`config.mk`:
```
export PLATFORM = sky130hd
export DESIGN_NAME = alu_power_management
export DESIGN_NICKNAME = d
export VERILOG_FILES = /design/src/rtl/alu_power_management.sv
export SDC_FILE = /design/constraint.sdc
export NUM_CORES = 1
export LEC_CHECK = 0
export ABC_AREA = 0
export ABC_CLOCK_PERIOD_IN_PS = 2310
export BUFFER_PORTS_ARGS = -buffer_cell sky130_fd_sc_hd__buf_2
export CAP_MARGIN = 40
export CELL_PAD_IN_SITES_DETAIL_PLACEMENT = 1
export CELL_PAD_IN_SITES_GLOBAL_PLACEMENT = 1
export CORE_UTILIZATION = 33
export DETAILED_ROUTE_END_ITERATION = 12
export GPL_TIMING_DRIVEN = 0
export PLACE_DENSITY_LB_ADDON = 0.1
export SLEW_MARGIN = 25
export SYNTH_ARGS = -nofsm -noshare
export SYNTH_HDL_FRONTEND = slang
export SYNTH_SLANG_ARGS = --single-unit
```
`constraint.sdc`:
```
create_clock -name clk -period 2.31 [get_ports clk]
set_input_delay 0.231 -clock clk [delete_from_list [all_inputs] [get_ports clk]]
set_output_delay 0.231 -clock clk [all_outputs]
set_load 0.02 [all_outputs]
```
`src/rtl/alu_power_management.sv`:
```
// ALU with S3 operand save and hold control, plus a power-management sequencer.
// The sequencer asserts gate/clamp/reset/power-off in order and releases them in reverse.

module alu (
    input  logic       clk,
    input  logic       reset,
    input  logic [3:0] a,
    input  logic [3:0] b,
    input  logic [1:0] opcode,
    input  logic       s3_state,
    input  logic       idle,
    input  logic       interrupt,
    output logic [3:0] result,
    output logic [3:0] saved_a,
    output logic [3:0] saved_b,
    output logic [1:0] saved_opcode
);
    logic [3:0] result_q, result_d;
    logic [3:0] saved_a_q, saved_a_d;
    logic [3:0] saved_b_q, saved_b_d;
    logic [1:0] saved_opcode_q, saved_opcode_d;

    // Next result only when not saving or held; S3 save captures operands every edge.
    always_comb begin
        result_d       = result_q;
        saved_a_d      = saved_a_q;
        saved_b_d      = saved_b_q;
        saved_opcode_d = saved_opcode_q;
        if (!s3_state && !idle && !interrupt) begin
            case (opcode)
                2'b00:   result_d = a + b;
                2'b01:   result_d = a - b;
                2'b10:   result_d = a & b;
                default: result_d = a | b;
            endcase
        end
        if (s3_state) begin
            saved_a_d      = a;
            saved_b_d      = b;
            saved_opcode_d = opcode;
        end
    end

    // Register stage with synchronous reset overriding all controls.
    always_ff @(posedge clk) begin
        if (reset) begin
            result_q       <= '0;
            saved_a_q      <= '0;
            saved_b_q      <= '0;
            saved_opcode_q <= '0;
        end else begin
            result_q       <= result_d;
            saved_a_q      <= saved_a_d;
            saved_b_q      <= saved_b_d;
            saved_opcode_q <= saved_opcode_d;
        end
    end

    assign result       = result_q;
    assign saved_a      = saved_a_q;
    assign saved_b      = saved_b_q;
    assign saved_opcode = saved_opcode_q;
endmodule

module power_management (
    input  logic clk,
    input  logic reset,
    input  logic idle,
    input  logic interrupt,
    output logic clk_gate,
    output logic iso_clampn_deassert,
    output logic reset_assert,
    output logic pg_down
);
    typedef enum logic [2:0] {
        ACTIVE,
        GATED,
        ISO,
        RST,
        PD,
        WAKE1,
        WAKE2,
        WAKE3
    } state_t;

    state_t state_q, state_d;

    // Next-state: entry and wake sequences run to completion once started.
    always_comb begin
        state_d = state_q;
        case (state_q)
            ACTIVE:  if (idle) state_d = GATED;
            GATED: begin
                if (!idle)          state_d = ACTIVE;
                else if (interrupt) state_d = ISO;
            end
            ISO:     state_d = RST;
            RST:     state_d = PD;
            PD:      if (!idle) state_d = WAKE1;
            WAKE1:   state_d = WAKE2;
            WAKE2:   state_d = WAKE3;
            WAKE3:   state_d = ACTIVE;
            default: state_d = ACTIVE;
        endcase
    end

    // State register with synchronous reset to ACTIVE.
    always_ff @(posedge clk) begin
        if (reset) state_q <= ACTIVE;
        else       state_q <= state_d;
    end

    // Moore output decode from the registered state only.
    always_comb begin
        clk_gate            = 1'b0;
        iso_clampn_deassert = 1'b0;
        reset_assert        = 1'b0;
        pg_down             = 1'b0;
        case (state_q)
            GATED, WAKE3: clk_gate = 1'b1;
            ISO, WAKE2: begin
                clk_gate            = 1'b1;
                iso_clampn_deassert = 1'b1;
            end
            RST, WAKE1: begin
                clk_gate            = 1'b1;
                iso_clampn_deassert = 1'b1;
                reset_assert        = 1'b1;
            end
            PD: begin
                clk_gate            = 1'b1;
                iso_clampn_deassert = 1'b1;
                reset_assert        = 1'b1;
                pg_down             = 1'b1;
            end
            default: ;
        endcase
    end
endmodule

module alu_power_management (
    input  logic       clk,
    input  logic       reset,
    input  logic [3:0] a,
    input  logic [3:0] b,
    input  logic [1:0] opcode,
    input  logic       s3_state,
    input  logic       idle,
    input  logic       interrupt,
    output logic [3:0] result,
    output logic [3:0] saved_a,
    output logic [3:0] saved_b,
    output logic [1:0] saved_opcode,
    output logic       clk_gate,
    output logic       iso_clampn_deassert,
    output logic       reset_assert,
    output logic       pg_down
);
    alu u_alu (
        .clk          (clk),
        .reset        (reset),
        .a            (a),
        .b            (b),
        .opcode       (opcode),
        .s3_state     (s3_state),
        .idle         (idle),
        .interrupt    (interrupt),
        .result       (result),
        .saved_a      (saved_a),
        .saved_b      (saved_b),
        .saved_opcode (saved_opcode)
    );

    power_management u_pm (
        .clk                 (clk),
        .reset               (reset),
        .idle                (idle),
        .interrupt           (interrupt),
        .clk_gate            (clk_gate),
        .iso_clampn_deassert (iso_clampn_deassert),
        .reset_assert        (reset_assert),
        .pg_down             (pg_down)
    );
endmodule

```
==> results of run 1 <==
==> synthesized netlist by cell type <==
cell type and count:
nor3b_1 1, clkbuf_1 5, nor3_1 3, or2b_1 1, inv_1 6, nand2b_1 3, xor2_1 2, o21a_1 1
dfxtp_1 17, a311oi_1 1, or3_1 2, nand3_1 2, o2111a_1 1, nor2_1 16, o21ai_0 6, fa_1 1
o211ai_1 3, buf_2 1, nor2b_1 3, a2111oi_4 1, xnor2_1 2, o21bai_1 1, mux2_2 1, ha_1 6
or3_4 1, nand4_1 1, nand2_1 7, mux2i_1 12, nand3b_1 1, nor2b_4 1, a21oi_1 5
==> report_power, final <==
group          internal (mW)  leakage, nW  total [mW]  switching [mW]
Combinational         0.0693        0.438       0.168          0.0989
Sequential             0.309        0.140       0.318         0.00864
Clock                 0.0644       0.0177       0.164          0.0999
Total                  0.443        0.596       0.650           0.208
==> through the flow <==
step                      cell area [sq um]  utilization, %  TNS (ns)
final                                  1220            43.3         0
after floorplan                        1000               -         0
after CTS                              1220            43.3         0
after global routing                   1220            43.3         0
after detailed placement               1200            42.3   -0.0721
after global placement                 1200            42.3   -0.0133
==> area by class of cell <==
| cell class | instances | area [sq um] |
|---|---|---|
| buffer | 6 | 23.8 |
| clock buffer | 3 | 22.5 |
| clock inverter | 1 | 5.00 |
| fill | 361 | 1600 |
| inverter | 6 | 22.5 |
| multi-input combinational | 85 | 617 |
| sequential | 17 | 340 |
| tap | 31 | 38.8 |
| timing repair buffer | 31 | 155 |
==> cell usage in the layout, fill, tap and decap left out <==
master,netlist,layout
nand3b_1,1,1
xor2_1,2,2
nand2b_1,3,3
nor2_1,16,16
nand4_1,1,1
nor3b_1,1,1
nor3_1,3,3
mux2_2,1,1
nor2b_4,1,1
nor2b_1,3,3
buf_2,1,32
or3_1,2,2
o211ai_1,3,3
nand2_1,7,7
clkbuf_1,5,5
o21a_1,1,1
ha_1,6,6
inv_1,6,6
a21oi_1,5,5
mux2i_1,12,12
clkbuf_4,0,3
o21ai_0,6,6
a2111oi_4,1,1
or3_4,1,1
nand3_1,2,2
o2111a_1,1,1
xnor2_1,2,2
or2b_1,1,1
a311oi_1,1,1
fa_1,1,1
dfxtp_1,17,17
o21bai_1,1,1
clkinv_2,0,1
==> per-layer routing <==
metal / vias to the layer above / track usage (%) / wire (um)
met4: 0 / 6.97 / 22
met5: - / 0 / 0
met3: 2 / 2.95 / 98
met1: 423 / 21.4 / 1130
met2: 19 / 26.1 / 1140
li1: 458 / - / -
==> worst max-delay path by stage <==
stage	end	slack [ns]	cells after the start
3_5_place_dp	u_alu.result[3]	-0.05	10
5_1_grt	u_alu.result[3]	0.15	10
4_1_cts	u_alu.result[3]	0.27	10
2_1_floorplan	u_alu.result[3]	0.34	9
3_3_place_gp	u_alu.result[3]	-0.01	10
6_report	u_alu.result[3]	0.30	10
==> worst max-delay path, stage by stage <==
cell	delay, ns
buf_2	0.13
clkbuf_1	0.23
nand2b_1	0.23
o21ai_0	0.32
inv_1	0.08
ha_1	0.27
nor2b_1	0.13
o21a_1	0.20
a2111oi_4	0.31
nor3_1	0.08
==> sequential cells by signal, summed over array words and instances (netlist names) <==
signal / flops
u_alu.saved_opcode: 2
u_alu.saved_b: 4
u_pm.state_q: 3
u_alu.saved_a: 4
u_alu.result: 4
==> logic make-up (layout without fill, tap and decap cells) <==
logic type / Yosys count / after routing
buffers and inverters: 12 / 47
AOI/OAI and AO/OA: 19 / 19
muxes: 13 / 13
DFF: 17 / 17
and+or+nand+nor: 42 / 42
xor gates and xnor gates: 4 / 4
adders and majority gates: 7 / 7
==> impl_metrics.toml, run 1 <==
[status]
status = "complete, no violations"

[routing]
route.antenna.remaining_nets = 0
drt-wirelength-per-cell_um = 13.3
drc = 0
route.final.wire_length_um = 2390
num_vias = 902
dr.pass1.iters = 4
dr.first_iter.drc_count = 15
vias_per_cell = 5.01

[layout]
layout-drive-gt1-share_pct = 26.8
antenna_cells = 0
final_cells = 180
nets = 172
syn_to_final_growth_pct = 22.1

[critical_path]
r2r-end = "u_pm.state_q[2]"
crit_path_start = "opcode[1]"
worstPathArrival_ns = 2.20
worst-path-max-fanout = 10
worstSetupPathType = "in2reg"
cp-end-kind = "register"
timing.rr.start = "u_pm.state_q[1]"
ff2ff_setup_slack_ns = 1.22
reg2reg_depth = 4
cp-start-kind = "input pin"
required_ns = 2.50

[timing]
finalHoldViolations = 0
slew_headroom_pct = 59.6
holdWs_ns = 0.221
setup_slack_ns = 0.301
min_period_over_period_pct = 87.0
finalSetupViolations = 0
rsz0062_at_grt = "false"
worst_clock_skew_ns = 0.000148
worst_slew_pin_slew_ns = 0.602
period_needed_ns = 2.01
fmax_mhz = 498
slew_viol_final = 0

[synthesis]
synth_top_area_share_pct = 33.9
synth-compound-area-share_pct = 14.0
yosysWarningCount = 0
syn_avg_cell_area_sq_um = 8.80
synthXorXnorAreaFrac_pct = 3.49
synthSimpleGateAreaFrac_pct = 21.4
muxShareOfSynthArea_pct = 13.1
yosys.area.top_type = "dfxtp_1"
synth_top_family_by_area = "simple AND/OR/NAND/NOR gates"
synth_fa_ha_area_share_pct = 9.48
synth-seq-cells = 17
syn_nets = 136
seq_area_frac_synth_pct = 33.9
netlist_area_sq_mm = 0.00100
synthTopCellsByArea = "dfxtp_1 (34%), mux2i_1 (12%), ha_1 (7.5%)"
ys_types = 31
syn_inst = 114

[worst_hold_path]
min_to = "u_alu.saved_b[3]"
hp-start = "b[3]"
hold_path_class = "in2reg"
worstHoldPathCells = 3

[power_and_ir_drop]
p_leak_nw = 0.596
power_mw = 0.650
powerDensity_mw_per_mm2 = 531
ir_worst_vdd_mv = 0.211

[placement]
place_congestion = 0.786
port_buffers = 31
dp_worst_setup_slack_ns = -0.0531
dp.cells = 176
hpwl_um = 1930

[global_routing]
grt-ovfl-total = 0
grt_usage_pct = 16.2
grt_max_degree = 11
grt_pass1_wl_um = 4020
grt_antenna_before_repair = 0
grt_pass1_vias = 891

[run]
drv_cap = 0

[clocking]
numCtsBuffers = 3
clk_latency_ns = 0.29
cts_buffer_depth = 2
cts_setup_buffers = 0
cts_hold_buffers = 0
cts_root_buf = "clkbuf_4"
cts.sinks = 17
clk_pin_slew_worst_paths_ns = 0.11
cts_tree = "done"
h-tree-depth = 1
cts_resized = 0

[die]
fp.dieW_um = 57.1
start_util_pct = 35.5
rows = 19
die_h_um = 57.1
die-area_sq_mm = 0.00327
core_sq_mm = 0.00283
pin_count = 33
Power figures use the tool's default switching activity.
==> run 2: changes to the inputs <==
Settings changed: PLACE_DENSITY_LB_ADDON 0.1 to 0.05.
==> run 2 against run 1 <==
The run now ends with DRC left. Sequential power hardly changed. Worst setup slack worse by 0.030 ns. Via count is 1.6% higher. Clock power is 2% lower. Power is 0.66% lower. Sequential share of layout area hardly changed. Final area is 0.10% lower. Critical path type unchanged.
==> impl_metrics.toml, run 2 (same netlist as run 1, synthesis figures left out) <==
[status]
status = "finished, violations left"
violations = "DRC"

[routing]
dr.pass1.iters = 7
route.final.wire_length_um = 2420
route.antenna.remaining_nets = 0
drc = 2
vias_per_cell = 5.09
num_vias = 916
dr.first_iter.drc_count = 14
drt-wirelength-per-cell_um = 13.4

[critical_path]
required_ns = 2.54
worst-path-max-fanout = 10
cp_slowest_cell = "fa_1"
cp-end-kind = "register"
path_cells = "buf_2 > clkbuf_1 > nand2b_1 > o21ai_0 > fa_1 > nor2b_1 > a311oi_1 > a21oi_1 > nor2_1"
worstSetupPathType = "in2reg"
worstPathArrival_ns = 2.27
crit_path_max_incr_delay_ns = 0.47
cp-start-kind = "input pin"

[global_routing]
grt_pass1_vias = 934
grt_max_degree = 11
grt_antenna_before_repair = 0
grt-ovfl-total = 0
grt_pass1_wl_um = 4170
grt_usage_pct = 16.6

[clocking]
cts_buffer_depth = 2
numCtsBuffers = 3
clk_pin_slew_worst_paths_ns = 0.10
cts_tree = "done"
cts.sinks = 17
cts_root_buf = "clkbuf_4"
cts_resized = 0
cts_hold_buffers = 0
h-tree-depth = 1
cts_setup_buffers = 0
clk_latency_ns = 0.29

[layout]
syn_to_final_growth_pct = 21.9
layout-drive-gt1-share_pct = 26.2
fillers = 358
nets = 172
final_common_cell = "buf_2"
fin_util_pct = 43.3
antenna_cells = 0
final_cells = 180
final_cell_mix = "buf_2 (32), dfxtp_1 (17), nor2_1 (16)"

[power_and_ir_drop]
powerDensity_mw_per_mm2 = 528
power.switching_mw = 0.201
p_leak_nw = 0.593
pwr-share-seq_pct = 49.1
ir_worst_vdd_mv = 0.318
intPower_mw = 0.445
p_clk_share_pct = 24.7
swShare_pct = 31.1
combPwrFrac_pct = 26.1

[timing]
setup_slack_ns = 0.271
rsz0062_at_grt = "false"
finalHoldViolations = 0
finalSetupViolations = 0
holdWs_ns = 0.235
fmax_mhz = 490
slew_headroom_pct = 63.0
period_needed_ns = 2.04
slew_viol_final = 0
worst_slew_pin_slew_ns = 0.550
worst_clock_skew_ns = 0.00607
min_period_over_period_pct = 88.3

[placement]
dp.cells = 176
hpwl_um = 1990
place_congestion = 0.748
port_buffers = 31
dp_worst_setup_slack_ns = -0.0768

[die]
pin_count = 33
core_sq_mm = 0.00283
rows = 19
start_util_pct = 35.5
die-area_sq_mm = 0.00327
fp.dieW_um = 57.1
die_h_um = 57.1

[worst_hold_path]
hold_path_class = "in2reg"

[run]
drv_cap = 0
-- run 2: changes by cell type in the layout (fill, tap and decap cells not counted) --
cell      change
clkbuf_1      +1
clkinv_2      -1
-- run 2: area by class of cell --
type	instances	area (sq um)	share of cell area, %
repair buffers	31	155	12.7
flip-flops and latches	17	340	27.8
well taps	31	38.8	3.17
plain buffers	6	23.8	1.94
inverters	6	22.5	1.84
clock buffers	4	26.3	2.15
multi-input cells	85	617	50.4
-- run 2: stage by stage --
stage                     instance area [sq um]  TNS [ns]  power, mW
after detailed placement                   1200    -0.116      0.496
after global routing                       1220         0      0.689
final                                      1220         0      0.646
after global placement                     1200         0      0.490
after CTS                                  1220         0      0.659
after floorplan                            1000         0      0.436
-- run 2: power groups by stage --
stage	Sequential, mW	Combinational, mW	Clock, mW
floorplan	0.340	0.0957	0
detailed placement	0.324	0.172	0
global placement	0.323	0.167	0
CTS	0.318	0.172	0.169
finish	0.317	0.169	0.160
global route	0.319	0.192	0.178
-- run 2: layer usage --
layer,GRT usage (%),routed length [um],vias up
li1,-,-,460
met1,21.0,1100,431
met2,27.1,1150,19
met3,4.54,107,6
met4,5.92,57,0
met5,0,0,-
-- run 2: worst max-delay path, delay by kind of cell --
kind	cells	cell delay [ns]
compound gates	3	0.77
fa+ha+maj	1	0.47
buf+inv	2	0.34
simple gates	3	0.46
-- run 2: final timing paths --
check / from / to / slack [ns] / cells past startpoint
hold reg to reg: u_alu.result[2] / u_alu.result[2] / 0.46 / 2
hold / removal: a[0] / u_alu.saved_a[0] / 0.23 / 3
setup reg to reg: u_pm.state_q[1] / u_pm.state_q[2] / 1.24 / 4
setup / recovery: opcode[1] / u_alu.result[1] / 0.27 / 9
==> run 3: changes to the inputs <==
Settings changed: CORE_MARGIN set to 4.
==> run 3 against run 2 <==
The flow now finishes without violations. Clock power hardly changed. Core utilization did not move. Worst setup slack better by 0.016 ns. Sequential power is essentially flat. Register-to-register slack worse by 0.04 ns. Die area increased by 22%. Maximum frequency up 0.80%. Hold slack got worse by 0.013 ns. Critical path type unchanged. Critical endpoint is now u_alu.result[3].
==> impl_metrics.toml, run 3 (same netlist as run 1, synthesis figures left out) <==
[clocking]
cts_setup_buffers = 0
cts.sinks = 17
numCtsBuffers = 3
cts_buffer_depth = 2
cts_root_buf = "clkbuf_4"
cts_hold_buffers = 0
clk_latency_ns = 0.28
cts_resized = 0
cts_tree = "done"
clk_pin_slew_worst_paths_ns = 0.10
h-tree-depth = 1

[routing]
drc = 0
dr.pass1.iters = 3
dr.first_iter.drc_count = 32
drt-wirelength-per-cell_um = 14.5
vias_per_cell = 5.02
route.final.wire_length_um = 2610
num_vias = 904
route.antenna.remaining_nets = 0

[global_routing]
gr-usage-met1_pct = 18.3
grt_pass1_wl_um = 4460
gr-usage-met2_pct = 23.2
top_usage_layer = "met2"
grt_antenna_before_repair = 0
grt_pass1_vias = 926
grt_max_degree = 11
grt_usage_pct = 14.1
grt-ovfl-total = 0
gr-usage-met3_pct = 3.02

[critical_path]
worstSetupPathType = "in2reg"
cp-start-kind = "input pin"
cp-end-kind = "register"
required_ns = 2.49
worstPathArrival_ns = 2.20
worst-path-max-fanout = 10

[placement]
place_congestion = 0.794
hpwl_um = 2130
port_buffers = 31

[worst_hold_path]
hold_path_class = "in2reg"

[power_and_ir_drop]
power_mw = 0.648
powerDensity_mw_per_mm2 = 530
p_leak_nw = 0.593
ir_worst_vdd_mv = 0.392

[die]
start_util_pct = 35.5
pin_count = 33
core_sq_mm = 0.00283
rows = 19
die_h_um = 63.1
fp.dieW_um = 63.1
die-area_sq_mm = 0.00399

[layout]
nets = 172
syn_to_final_growth_pct = 21.9
layout-drive-gt1-share_pct = 26.2
final_cell_mix = "buf_2 (32), dfxtp_1 (17), nor2_1 (16)"
fillers = 369
antenna_cells = 0
final_common_cell = "buf_2"

[timing]
worst_slew_pin_slew_ns = 0.602
min_period_over_period_pct = 87.6
slew_headroom_pct = 59.6
worst_clock_skew_ns = 0.000131
fmax_mhz = 494
finalHoldViolations = 0
rsz0062_at_grt = "false"
slew_viol_final = 0
period_needed_ns = 2.02
finalSetupViolations = 0
finalSetupTns_ns = 0

[run]
drv_cap = 0

[status]
status = "complete, no violations"
-- run 3: cell type report --
type                       count  area, sq um  share of cell area, %
sequential                    17          340                   27.8
multi-input combinational     85          617                   50.4
timing repair buffer          31          155                   12.7
tap                           31         38.8                   3.17
clock buffer                   4         26.3                   2.15
inverter                       6         22.5                   1.84
buffer                         6         23.8                   1.94
-- run 3: worst paths after layout --
path | slack [ns] | cells past startpoint | from | to
worst max-delay path | 0.29 | 10 | opcode[1] | u_alu.result[3]
worst min-delay path | 0.22 | 3 | a[0] | u_alu.saved_a[0]
worst max register to register | 1.20 | 4 | u_pm.state_q[2] | u_pm.state_q[0]
worst min register to register | 0.46 | 2 | u_alu.result[2] | u_alu.result[2]
-- run 3: critical path: stages --
cell	delay [ns]
buf_2	0.12
clkbuf_1	0.23
nand2b_1	0.22
o21ai_0	0.30
inv_1	0.09
ha_1	0.28
nor2b_1	0.13
o21a_1	0.20
a2111oi_4	0.31
nor3_1	0.08
-- run 3: power breakdown --
group          switching [mW]  internal [mW]
Combinational           0.100         0.0696
Clock                  0.0935         0.0670
Sequential            0.00914          0.309
Total                   0.203          0.445
-- run 3: through the flow --
step	std cells	hold slack [ns]	utilization [%]	instance area [sq um]	worst slack, ns
after floorplan	114	0.378	-	1000	0.341
after global placement	176	0.442	42.3	1200	0.00109
after detailed placement	176	0.447	42.3	1200	-0.0597
after CTS	180	0.223	43.3	1220	0.259
after global routing	180	0.237	43.3	1220	0.116
final	180	0.222	43.3	1220	0.287
-- run 3: metal layers --
| layer | share of wire [%] | vias up |
|---|---|---|
| met5 | 0 | - |
| met4 | 0.73 | 0 |
| met3 | 3.7 | 2 |
| met2 | 48 | 17 |
| met1 | 48 | 425 |
| li1 | - | 460 |
